<file path="config.mk">
export PLATFORM = sky130hd
export DESIGN_NAME = neurram_spi_arbiter
export DESIGN_NICKNAME = d
export VERILOG_FILES = /design/src/rtl/neurram_spi_arbiter.sv
export SDC_FILE = /design/constraint.sdc
export NUM_CORES = 1
export LEC_CHECK = 0
export CAP_MARGIN = 25
export CORE_MARGIN = 8
export CORE_UTILIZATION = 55
export DETAILED_ROUTE_END_ITERATION = 8
export GPL_TIMING_DRIVEN = 0
export PLACE_DENSITY = 0.85
export SYNTH_ARGS = -nofsm -noshare
export SYNTH_HDL_FRONTEND = slang
export SYNTH_SLANG_ARGS = --single-unit
</file>
<file path="constraint.sdc">
create_clock -name clk -period 3.9 [get_ports clk]
set_input_delay 0.585 -clock clk [delete_from_list [all_inputs] [get_ports clk]]
set_output_delay 0.585 -clock clk [all_outputs]
set_load 0.02 [all_outputs]
</file>
<file path="src/rtl/neurram_spi_arbiter.sv">
// Round-robin arbiter sharing one neurram_spi_control engine between the host
// path (req 0) and the inference sequencer (req 1).
module neurram_spi_arbiter #(
  parameter int unsigned ACK_TIMEOUT = 16,
  parameter int unsigned RUN_TIMEOUT = 1 << 22,
  parameter int unsigned CNT_W       = 24
) (
  input  logic        clk,
  input  logic        rst,
  input  logic [1:0]  req,
  input  logic [35:0] req_desc,
  output logic [1:0]  grant,
  output logic [1:0]  done,
  output logic        done_err,
  output logic        err_timeout,
  input  logic        err_clear,
  output logic        busy,
  output logic        spi_trigger,
  output logic [1:0]  spi_config,
  output logic [3:0]  shift_multiplier,
  output logic [3:0]  pipe_in_steps,
  output logic [3:0]  pipe_out_steps,
  output logic [3:0]  extra_shift_cycles,
  input  logic        spi_idle
);

  typedef enum logic [2:0] {
    S_IDLE,
    S_TRIG,
    S_ACK,
    S_RUN,
    S_DONE
  } state_t;

  localparam logic [CNT_W-1:0] ACK_LIM = CNT_W'(ACK_TIMEOUT);
  localparam logic [CNT_W-1:0] RUN_LIM = CNT_W'(RUN_TIMEOUT);

  state_t           state, state_nxt;
  logic [CNT_W-1:0] cnt;
  logic [CNT_W-1:0] cnt_inc;
  logic [1:0]       last_served;  // one-hot; 0 until the first transfer completes
  logic             err_q;
  logic [1:0]       win;
  logic [17:0]      sel_desc;
  logic             arb_go;
  logic             zero_len;
  logic             ack_to;
  logic             run_to;

  // Arbitration: a sole requester wins; on a tie the one not served last wins.
  always_comb begin
    // NOTE: every always_comb output gets a default first so no latch is inferred.
    win = 2'b00;
    unique case (req)
      2'b01:   win = 2'b01;
      2'b10:   win = 2'b10;
      2'b11:   win = last_served[0] ? 2'b10 : 2'b01;
      default: win = 2'b00;
    endcase
  end

  assign sel_desc = win[1] ? req_desc[35:18] : req_desc[17:0];
  assign arb_go   = (state == S_IDLE) && spi_idle && (req != 2'b00);
  assign zero_len = ({1'b0, sel_desc[15:12]} + {1'b0, sel_desc[3:0]}) == 5'd0;
  assign cnt_inc  = cnt + 1'b1;
  assign ack_to   = (state == S_ACK) && spi_idle && (cnt_inc == ACK_LIM);
  assign run_to   = (state == S_RUN) && !spi_idle && (cnt_inc == RUN_LIM);

  // State register
  always_ff @(posedge clk or posedge rst) begin
    if (rst) state <= S_IDLE;
    // NOTE: sequential state uses non-blocking assignments so every register samples pre-edge values.
    else     state <= state_nxt;
  end

  // Next-state logic
  always_comb begin
    state_nxt = state;
    unique case (state)
      S_IDLE: if (arb_go) state_nxt = zero_len ? S_DONE : S_TRIG;
      S_TRIG: state_nxt = S_ACK;
      S_ACK: begin
        if (!spi_idle)   state_nxt = S_RUN;
        else if (ack_to) state_nxt = S_DONE;
      end
      S_RUN: begin
        if (spi_idle)    state_nxt = S_DONE;
        else if (run_to) state_nxt = S_DONE;
      end
      S_DONE:  state_nxt = S_IDLE;
      default: state_nxt = S_IDLE;
    endcase
  end

  // Datapath registers: owner, descriptor latch, timeout counter, error flags.
  always_ff @(posedge clk or posedge rst) begin
    if (rst) begin
      grant              <= 2'b00;
      last_served        <= 2'b00;
      cnt                <= '0;
      err_q              <= 1'b0;
      err_timeout        <= 1'b0;
      spi_config         <= 2'b00;
      shift_multiplier   <= 4'd0;
      pipe_in_steps      <= 4'd0;
      pipe_out_steps     <= 4'd0;
      extra_shift_cycles <= 4'd0;
    end else begin
      if (arb_go) begin
        grant              <= win;
        cnt                <= '0;
        err_q              <= zero_len;
        spi_config         <= sel_desc[17:16];
        shift_multiplier   <= sel_desc[15:12];
        pipe_in_steps      <= sel_desc[11:8];
        pipe_out_steps     <= sel_desc[7:4];
        extra_shift_cycles <= sel_desc[3:0];
      end

      if (state == S_ACK)      cnt <= spi_idle ? cnt_inc : '0;
      else if (state == S_RUN) cnt <= cnt_inc;

      if (ack_to || run_to) err_q <= 1'b1;

      if (state == S_DONE) begin
        grant       <= 2'b00;
        last_served <= grant;
      end

      // A timeout in the same cycle as err_clear still sets the flag.
      if (ack_to || run_to) err_timeout <= 1'b1;
      else if (err_clear)   err_timeout <= 1'b0;
    end
  end

  // Outputs decoded from state
  always_comb begin
    busy        = (state != S_IDLE);
    spi_trigger = (state == S_TRIG);
    done        = (state == S_DONE) ? grant : 2'b00;
    done_err    = (state == S_DONE) && err_q;
  end

endmodule
</file>
==> results of run 1 <==
## stage by stage
stage / setup WS (ns) / std cells / total power [mW] / TNS, ns / util
5_1_grt: 0.190 / 498 / 2.30 / 0 / 0.731
6_report: 0.390 / 498 / 2.17 / 0 / 0.731
3_5_place_dp: -0.102 / 490 / 1.85 / -0.171 / 0.714
3_3_place_gp: 0.0572 / 489 / 1.79 / 0 / 0.710
2_1_floorplan: 0.992 / 350 / 1.36 / 0 / -
4_1_cts: 0.163 / 498 / 2.17 / 0 / 0.731
## synth_stat cells, types with 2 or more instances
cell type	instances	area, µm²
mux2i_1	16	160
a21oi_1	16	80.1
and2_1	4	25.0
and4_1	2	17.5
buf_2	2	10.0
nand3_2	2	20.0
nand2b_1	2	12.5
dfrtp_1	50	1250
nor2_1	38	143
or3_1	3	18.8
nand2_1	25	93.8
ha_1	5	62.6
nand4_1	11	68.8
inv_1	9	33.8
a22o_1	3	26.3
o31ai_1	8	60.1
a31oi_1	8	50.1
nand3_1	8	40.0
nand4_2	2	25.0
nor3b_1	5	37.5
and3_1	7	43.8
nor4b_1	2	17.5
nor4_1	3	18.8
o21ai_0	33	165
o2111ai_1	2	17.5
xnor2_1	10	87.6
xor2_1	4	35.0
or2_2	6	37.5
nor4_4	2	42.5
mux2_2	14	158
nor3_1	5	25.0
o21ai_1	5	25.0
clkbuf_1	16	60.1
## cells by family after synthesis
family          after synthesis
simple gates                134
compound gates               88
flops                        50
mux                          30
buf+inv                      28
xor+xnor                     14
fa+ha+maj                     6
## power breakdown
| group | switching, mW | internal (mW) |
|---|---|---|
| Sequential | 0.0975 | 0.656 |
| Clock | 0.180 | 0.143 |
| Combinational | 0.632 | 0.460 |
| Total | 0.909 | 1.26 |
## layout by cell type (no fill, tap or decap), types with 11 or more instances in the layout
cell             instances
dfrtp_1                 50
clkbuf_1                15
mux2_2                  14
nand2_1                 25
nor2_1                  38
a21oi_1                 16
nand4_1                 11
mux2i_1                 16
o21ai_0                 33
clkdlybuf4s50_1         67
## flip-flops by register name, summed over array words and instances (netlist names), 2 cells and up
register and count:
extra_shift_cycles 4, pipe_out_steps 4, shift_multiplier 4, pipe_in_steps 4
cnt 24, state 3, grant 2, spi_config 2
## critical path: stages
cell,delay [ns]
clkdlybuf4s50_1,0.50
inv_1,0.04
o21ai_0,0.29
clkbuf_2,0.36
mux2_2,0.23
ha_1,0.17
inv_1,0.06
fa_1,0.48
nor4b_1,0.53
a41oi_1,0.25
a221oi_2,0.22
## layout make-up
cell class,count,area share
Multi-Input combinational cell,272,0.451
Sequential cell,50,0.307
Timing Repair Buffer,68,0.169
Tap cell,72,0.0221
Clock buffer,6,0.0203
Buffer,19,0.0184
Inverter,9,0.00829
Clock inverter,2,0.00307
## metal layers
metal	part of all wire	up-vias
met4	0.015	0
met2	0.46	146
met1	0.45	1445
met5	0	-
met3	0.084	16
li1	-	1429
## what timing repair did
| item | CTS | global route |
|---|---|---|
| endpoints found under the hold margin | 0 | 0 |
| hold buffers | 0 | 0 |
| gates resized for setup | 0 | 2 |
| setup endpoints to repair | 0 | 2 |
## path summary, 6_finish.rpt
kind                                          to  cells past startpoint
min                        extra_shift_cycles[2]                      1
min reg2reg                extra_shift_cycles[2]                      1
max                                     state[2]                     11
min in group asynchronous            err_timeout                      2
max in group asynchronous                 cnt[4]                      3
max reg2reg                             state[2]                      9
==> flow_summary.json, run 1 <==
{
  "io_pins": 68,
  "h-tree-depth": 2,
  "numCtsBuffers": 5,
  "rsz0062_at_grt": "false",
  "drv_slew": 0,
  "hold_ws_ns": 0.515,
  "use_met1": 0.278,
  "p_per_area_nw_per_um2": 532,
  "skew_ns": 0.00728,
  "vdd_drop_max_v": 0.000315,
  "met2_usage": 0.343,
  "hp-start": "extra_shift_cycles[2]",
  "grt_pass1_wl_mm": 14.9,
  "cts_root_buf": "clkbuf_8",
  "criticalPathCategory": "input port to flop",
  "clkTransAtPathRegs_ns": 0.10,
  "yosys.cell_types.count": 55,
  "critical_path_required_ns": 4.12,
  "min_path_type": "flop to flop",
  "fmaxAchievable_mhz": 285,
  "die_x_um": 92.3,
  "final_area_um2": 4080,
  "fp.dieArea_um2": 8510,
  "wl_mm": 8.87,
  "drive_above_1_share": 0.108,
  "synth_compound_area_frac": 0.175,
  "grt_util_all_layers": 0.211,
  "syn-num-nets": 398,
  "avgSynthCellArea_um2": 9.14,
  "worstSetupEndpointType": "flop",
  "status": "completed",
  "timing_hold_violations_final": 0,
  "cp_max_fo": 10,
  "start_util": 0.574,
  "period_share": 0.900,
  "cts_setup_buffers": 0,
  "synth.area.mux_share": 0.0994,
  "worstMarginPinSlew_ns": 0.773,
  "synthSimpleGateAreaFrac": 0.237,
  "antenna_found_initial": 0,
  "synth_top_family_by_area": "simple AND/OR/NAND/NOR gates",
  "core_area_um2": 5570,
  "clock_latency_ns": 0.31,
  "cts_tree": "done",
  "finalSetupViolCount": 0,
  "p_leak_nw": 1.67,
  "ant_nets": 0,
  "synthAdderAreaFrac": 0.0258,
  "grt_most_used_layer": "met2",
  "ys_async_sr_fraction": 1.00,
  "synth_edf_count": 0,
  "cp-startpoint": "req[0]",
  "num_vias": 3036,
  "timing.rr.start": "last_served[0]",
  "routed_via_density": 6.10,
  "r2r_slack_ns": 0.79,
  "grt_use_met3": 0.0465,
  "portBuffers": 67,
  "yosysSeqAreaShare": 0.391,
  "n_antenna_cell": 0,
  "place_hpwl_mm": 6.60,
  "gr-total-overflow": 0,
  "cp_data_arrival_time_ns": 3.73,
  "num_rows": 27,
  "grt_pass1_vias": 2973,
  "clockBufferDepth": 2,
  "syn_area_um2": 3200,
  "filler_cell_count": 398,
  "synth-seq-cells": 50,
  "yosysWarningCount": 0,
  "multi_input_area_um2": 1840,
  "wl_per_cell_um": 17.8,
  "synthCells": 350,
  "clkSinkCount": 50,
  "synth_xor_area_frac": 0.0383,
  "die_h_um": 92.3,
  "drt-initial-drc-count": 179,
  "seqCellArea_um2": 1250,
  "drc": 0,
  "slew_headroom": 0.481,
  "grt_max_degree": 32,
  "startpoint_type": "input port",
  "period_needed_ns": 3.51,
  "maxCapViolCount": 0,
  "placed_cell_area_um2": 3980,
  "finalNetCount": 473,
  "synth_flop_cell": "dfrtp_1",
  "area_growth_pct": 27.4,
  "place_congestion": 0.904,
  "dr.pass1.iters": 5
}
Note: power is estimated with default switching activity, not from simulation.
==> inputs of run 2 (changes only) <==
CORE_UTILIZATION = 51   (was 55)
GPL_TIMING_DRIVEN = not set   (was 0)
PLACE_DENSITY = 0.8   (was 0.85)
clock period = 3.43 ns   (was 3.9 ns; I/O delays follow)
==> run 2 against run 1 <==
Against the previous run: global-route usage is 3.1 points lower; routed wire length decreased by 8.3%; largest cell class unchanged; die area up 6.5%; non-clock buffer count is 12 lower; critical path depth decreased by 3; power rose by 12%.
==> flow_summary.json, run 2 (synthesis results as in run 1) <==
{
  "vdd_drop_max_v": 0.000369,
  "period_share": 0.861,
  "cp-startpoint": "cnt[0]",
  "start_util": 0.515,
  "crit_slowest_cell": "nor4_2",
  "gr-total-overflow": 0,
  "filler_cell_count": 517,
  "cts_setup_buffers": 0,
  "skew_ns": 0.00418,
  "num_rows": 29,
  "path_delay_family": "simple AND/OR/NAND/NOR gates",
  "grt_util_all_layers": 0.180,
  "n_antenna_cell": 0,
  "wl_met3_um": 740,
  "regMostFlops": "cnt",
  "place_hpwl_mm": 6.27,
  "layout_commonest_cell": "clkdlybuf4s50_1",
  "clkPwrFrac": 0.153,
  "power_mw": 2.43,
  "startpoint_type": "flop",
  "top_layer": "met4",
  "wl_per_cell_um": 16.6,
  "critPathBufInv": 0,
  "cp_max_fo": 10,
  "p_sw_mw": 0.993,
  "r2r_end": "state[2]",
  "h-tree-depth": 2,
  "num_vias": 2862,
  "grt_pass1_wl_mm": 13.2,
  "final_cell_mix": "clkdlybuf4s50_1, dfrtp_1, nor2_1",
  "critical_path_required_ns": 3.66,
  "min_path_type": "flop to flop",
  "wirelength_met1_mm": 3.46,
  "utilization": 0.656,
  "worstHoldPathCells": 1,
  "clock_latency_ns": 0.31,
  "p_seq_frac": 0.360,
  "hp-start": "extra_shift_cycles[3]",
  "clkTransAtPathRegs_ns": 0.10,
  "numCtsBuffers": 5,
  "core_area_um2": 6200,
  "postCtsHoldBufs": 0,
  "fmaxAchievable_mhz": 339,
  "p_per_area_nw_per_um2": 596,
  "p_int_mw": 1.43,
  "wl_met2_mm": 3.86,
  "rsz0062_at_grt": "false",
  "clkSinkCount": 50,
  "io_pins": 68,
  "largest_register_ff_count": 24,
  "slew_headroom": 0.550,
  "multi_input_area_um2": 1850,
  "finalNetCount": 461,
  "drt-initial-drc-count": 82,
  "finalSetupViolCount": 0,
  "wl_mm": 8.13,
  "slowest_delay_ns": 0.68,
  "dr.pass1.iters": 4,
  "setup-tns-final_ns": 0,
  "p_leak_nw": 1.67,
  "maxCapViolCount": 0,
  "worstSetupEndpointType": "flop",
  "timing.rr.start": "cnt[0]",
  "seqCellArea_um2": 1250,
  "die_h_um": 95.2,
  "p_comb_frac": 0.488,
  "cts_root_buf": "clkbuf_8",
  "drc": 0,
  "antenna_found_initial": 0,
  "swShare": 0.409,
  "fp.dieArea_um2": 9060,
  "criticalPathCategory": "flop to flop",
  "grt_max_degree": 33,
  "drive_above_1_share": 0.126,
  "area_growth_pct": 27.2,
  "hold_ws_ns": 0.532,
  "worstHoldEndpoint": "extra_shift_cycles[3]",
  "clockBufferDepth": 2,
  "place_congestion": 0.854,
  "timing_hold_violations_final": 0,
  "period_needed_ns": 2.95,
  "worstRegToRegCells": 8,
  "portBuffers": 67,
  "cts_tree": "done",
  "drv_slew": 0,
  "worstMarginPinSlew_ns": 0.674,
  "grt_pass1_vias": 2753,
  "cts_resized": 0,
  "cp_data_arrival_time_ns": 3.18,
  "status": "completed",
  "r2r_slack_ns": 0.48,
  "worstPathCellList": "ha_1 -> nand3_2 -> nor4_2 -> nand3_1 -> xor2_1 -> and3_1 -> o211ai_2 -> a221oi_2",
  "ant_nets": 0,
  "routed_via_density": 5.83,
  "die_x_um": 95.2
}
-- run 2: changes by cell type in the layout (fill, tap and decap cells not counted), sizes merged --
cell and delta:
clkbuf -17, inv +2, buf +4, clkinvlp -1
-- run 2: per-stage QoR --
step                area (µm²)  instances  worst slack (ns)
floorplan                 3200        350             0.593
global placement          3950        482             0.283
detailed placement        3970        483             0.164
CTS                       4070        491             0.470
global route              4070        491             0.223
finish                    4070        491             0.477
-- run 2: how the worst max path moves through the flow --
| stage | to | slack, ns | cells after the start |
|---|---|---|---|
| final | state[2] | 0.48 | 8 |
| after global routing | state[2] | 0.22 | 8 |
| after CTS | state[2] | 0.47 | 8 |
| after detailed placement | state[0] | 0.16 | 9 |
| after global placement | state[0] | 0.28 | 9 |
| after floorplan | state[0] | 0.59 | 11 |
-- run 2: layout make-up --
type | instances | share of cell area
clock buffer | 5 | 0.0169
clock inverter | 3 | 0.00707
inverter | 9 | 0.00831
multi-input combinational | 272 | 0.454
sequential | 50 | 0.308
tap | 77 | 0.0237
timing repair buffer | 75 | 0.183
-- run 2: metal layers --
layer | up-vias | GRT usage
li1 | 1413 | -
met1 | 1354 | 0.223
met2 | 87 | 0.309
met3 | 8 | 0.0386
met4 | 0 | 0.0468
met5 | - | 0
-- run 2: power by group through the flow --
stage          clock (mW)  combinational, mW  sequential [mW]
5_1_grt             0.403               1.28            0.896
3_3_place_gp            0               1.17            0.878
3_5_place_dp            0               1.20            0.886
4_1_cts             0.384               1.20            0.873
6_report            0.370               1.18            0.872
2_1_floorplan           0              0.560            0.992
==> inputs of run 3 (changes only) <==
ABC_AREA = 0   (was not set)
PLACE_DENSITY = not set   (was 0.8)
PLACE_DENSITY_LB_ADDON = 0.05   (was not set)
==> run 3 against run 2 <==
Against the previous run: final area grew 0.55%; power increased by 0.56%; hold slack worse by 0.056 ns; critical path type is now input port to flop; critical endpoint is now state[0].
==> flow_summary.json, run 3 (synthesis results as in run 1) <==
{
  "startpoint_type": "input port",
  "clock_latency_ns": 0.31,
  "drv_slew": 0,
  "finalSetupViolCount": 0,
  "setup-tns-final_ns": 0,
  "worstRegToRegCells": 8,
  "clkTransAtPathRegs_ns": 0.10,
  "vdd_drop_max_v": 0.000372,
  "layout_commonest_cell": "clkdlybuf4s50_1",
  "num_rows": 29,
  "finalNetCount": 464,
  "place_hpwl_mm": 6.08,
  "slowest_delay_ns": 0.47,
  "period_needed_ns": 3.05,
  "min_path_type": "input port to asynchronous set/reset pin",
  "core_area_um2": 6200,
  "wl_mm": 8.05,
  "grt_pass1_wl_mm": 13.5,
  "regMostFlops": "cnt",
  "place_ws_ns": 0.0410,
  "skew_ns": 0.00892,
  "numCtsBuffers": 5,
  "status": "completed",
  "n_antenna_cell": 0,
  "ant_nets": 0,
  "largest_register_ff_count": 24,
  "portBuffers": 67,
  "rsz0062_at_grt": "false",
  "fmaxAchievable_mhz": 328,
  "crit_slowest_cell": "clkdlybuf4s50_1",
  "cp_data_arrival_time_ns": 3.25,
  "dr.pass1.iters": 4,
  "criticalPathCategory": "input port to flop",
  "timing.rr.start": "cnt[0]",
  "grt_max_degree": 38,
  "gr-total-overflow": 0,
  "period_share": 0.888,
  "cts_setup_buffers": 0,
  "cts_tree": "done",
  "antenna_found_initial": 0,
  "clockBufferDepth": 2,
  "drt-initial-drc-count": 117,
  "num_vias": 2843,
  "path_common_cell": "inv_1",
  "final_cell_mix": "clkdlybuf4s50_1, dfrtp_1, nor2_1",
  "cts_root_buf": "clkbuf_8",
  "maxCapViolCount": 0,
  "grt_pass1_vias": 2827,
  "io_pins": 68,
  "cts_resized": 0,
  "wl_per_cell_um": 16.3,
  "worstPathCellList": "clkdlybuf4s50_1 -> inv_1 -> o21ai_2 -> mux2_2 -> ha_1 -> inv_1 -> fa_1 -> nor4b_1 -> nand3_1 -> a22o_1",
  "routed_via_density": 5.76,
  "worstMarginPinSlew_ns": 0.721,
  "area_growth_pct": 27.9,
  "place_congestion": 0.816,
  "placed_cell_area_um2": 3990,
  "slew_headroom": 0.518,
  "r2r_slack_ns": 0.51,
  "h-tree-depth": 2,
  "worstSetupEndpointType": "flop",
  "cp_max_fo": 9,
  "drc": 0,
  "fin_ws_ns": 0.385,
  "postCtsHoldBufs": 0,
  "fp.dieArea_um2": 9060,
  "start_util": 0.515,
  "p_per_area_nw_per_um2": 596,
  "die_x_um": 95.2,
  "critical_path_required_ns": 3.64,
  "die_h_um": 95.2,
  "r2r_end": "state[2]",
  "drive_above_1_share": 0.132,
  "clkSinkCount": 50,
  "final_area_um2": 4090,
  "grt_util_all_layers": 0.184,
  "p_leak_nw": 1.69,
  "timing_hold_violations_final": 0
}
## run 3: critical path, delay by kind of cell
family / cells / cell delay [ns]
adders and majority gates: 2 / 0.63
buffers and inverters: 3 / 0.58
AOI/OAI and AO/OA: 2 / 0.65
muxes: 1 / 0.27
and+or+nand+nor: 2 / 0.61
## run 3: worst max path at each step
stage            from  endpoint  cells past startpoint
2_1_floorplan  req[0]  state[0]                     11
3_3_place_gp   req[0]  state[2]                     10
3_5_place_dp   req[0]  state[0]                     10
4_1_cts        req[0]  state[0]                     10
5_1_grt        req[0]  state[0]                     10
6_report       req[0]  state[0]                     10
## run 3: area by class of cell
| cell class | count | area, µm² |
|---|---|---|
| multi-input combinational | 272 | 1850 |
| inverter | 9 | 33.8 |
| clock inverter | 3 | 28.8 |
| timing repair buffer | 78 | 766 |
| sequential | 50 | 1250 |
| fill | 539 | 2110 |
| tap | 77 | 96.3 |
| clock buffer | 5 | 68.8 |
## run 3: power by group
part | switching [mW] | internal (mW) | total, mW
clock network | 0.219 | 0.152 | 0.371
logic | 0.654 | 0.543 | 1.20
registers | 0.126 | 0.746 | 0.872
## run 3: metal layers
| layer | up-vias | global-route usage | routed length [µm] |
|---|---|---|---|
| met5 | - | 0 | 0 |
| met4 | 0 | 0.0507 | 68 |
| met3 | 7 | 0.0409 | 469 |
| met2 | 52 | 0.315 | 3990 |
| met1 | 1369 | 0.227 | 3520 |
| li1 | 1415 | - | - |
## run 3: per-stage QoR
step	hold slack (ns)	utilization	total power, mW	instances
2_1_floorplan	0.475	-	1.55	350
3_3_place_gp	0.489	0.640	2.06	485
3_5_place_dp	0.502	0.643	2.09	486
4_1_cts	0.478	0.659	2.47	494
5_1_grt	0.490	0.659	2.62	494
6_report	0.476	0.659	2.44	494
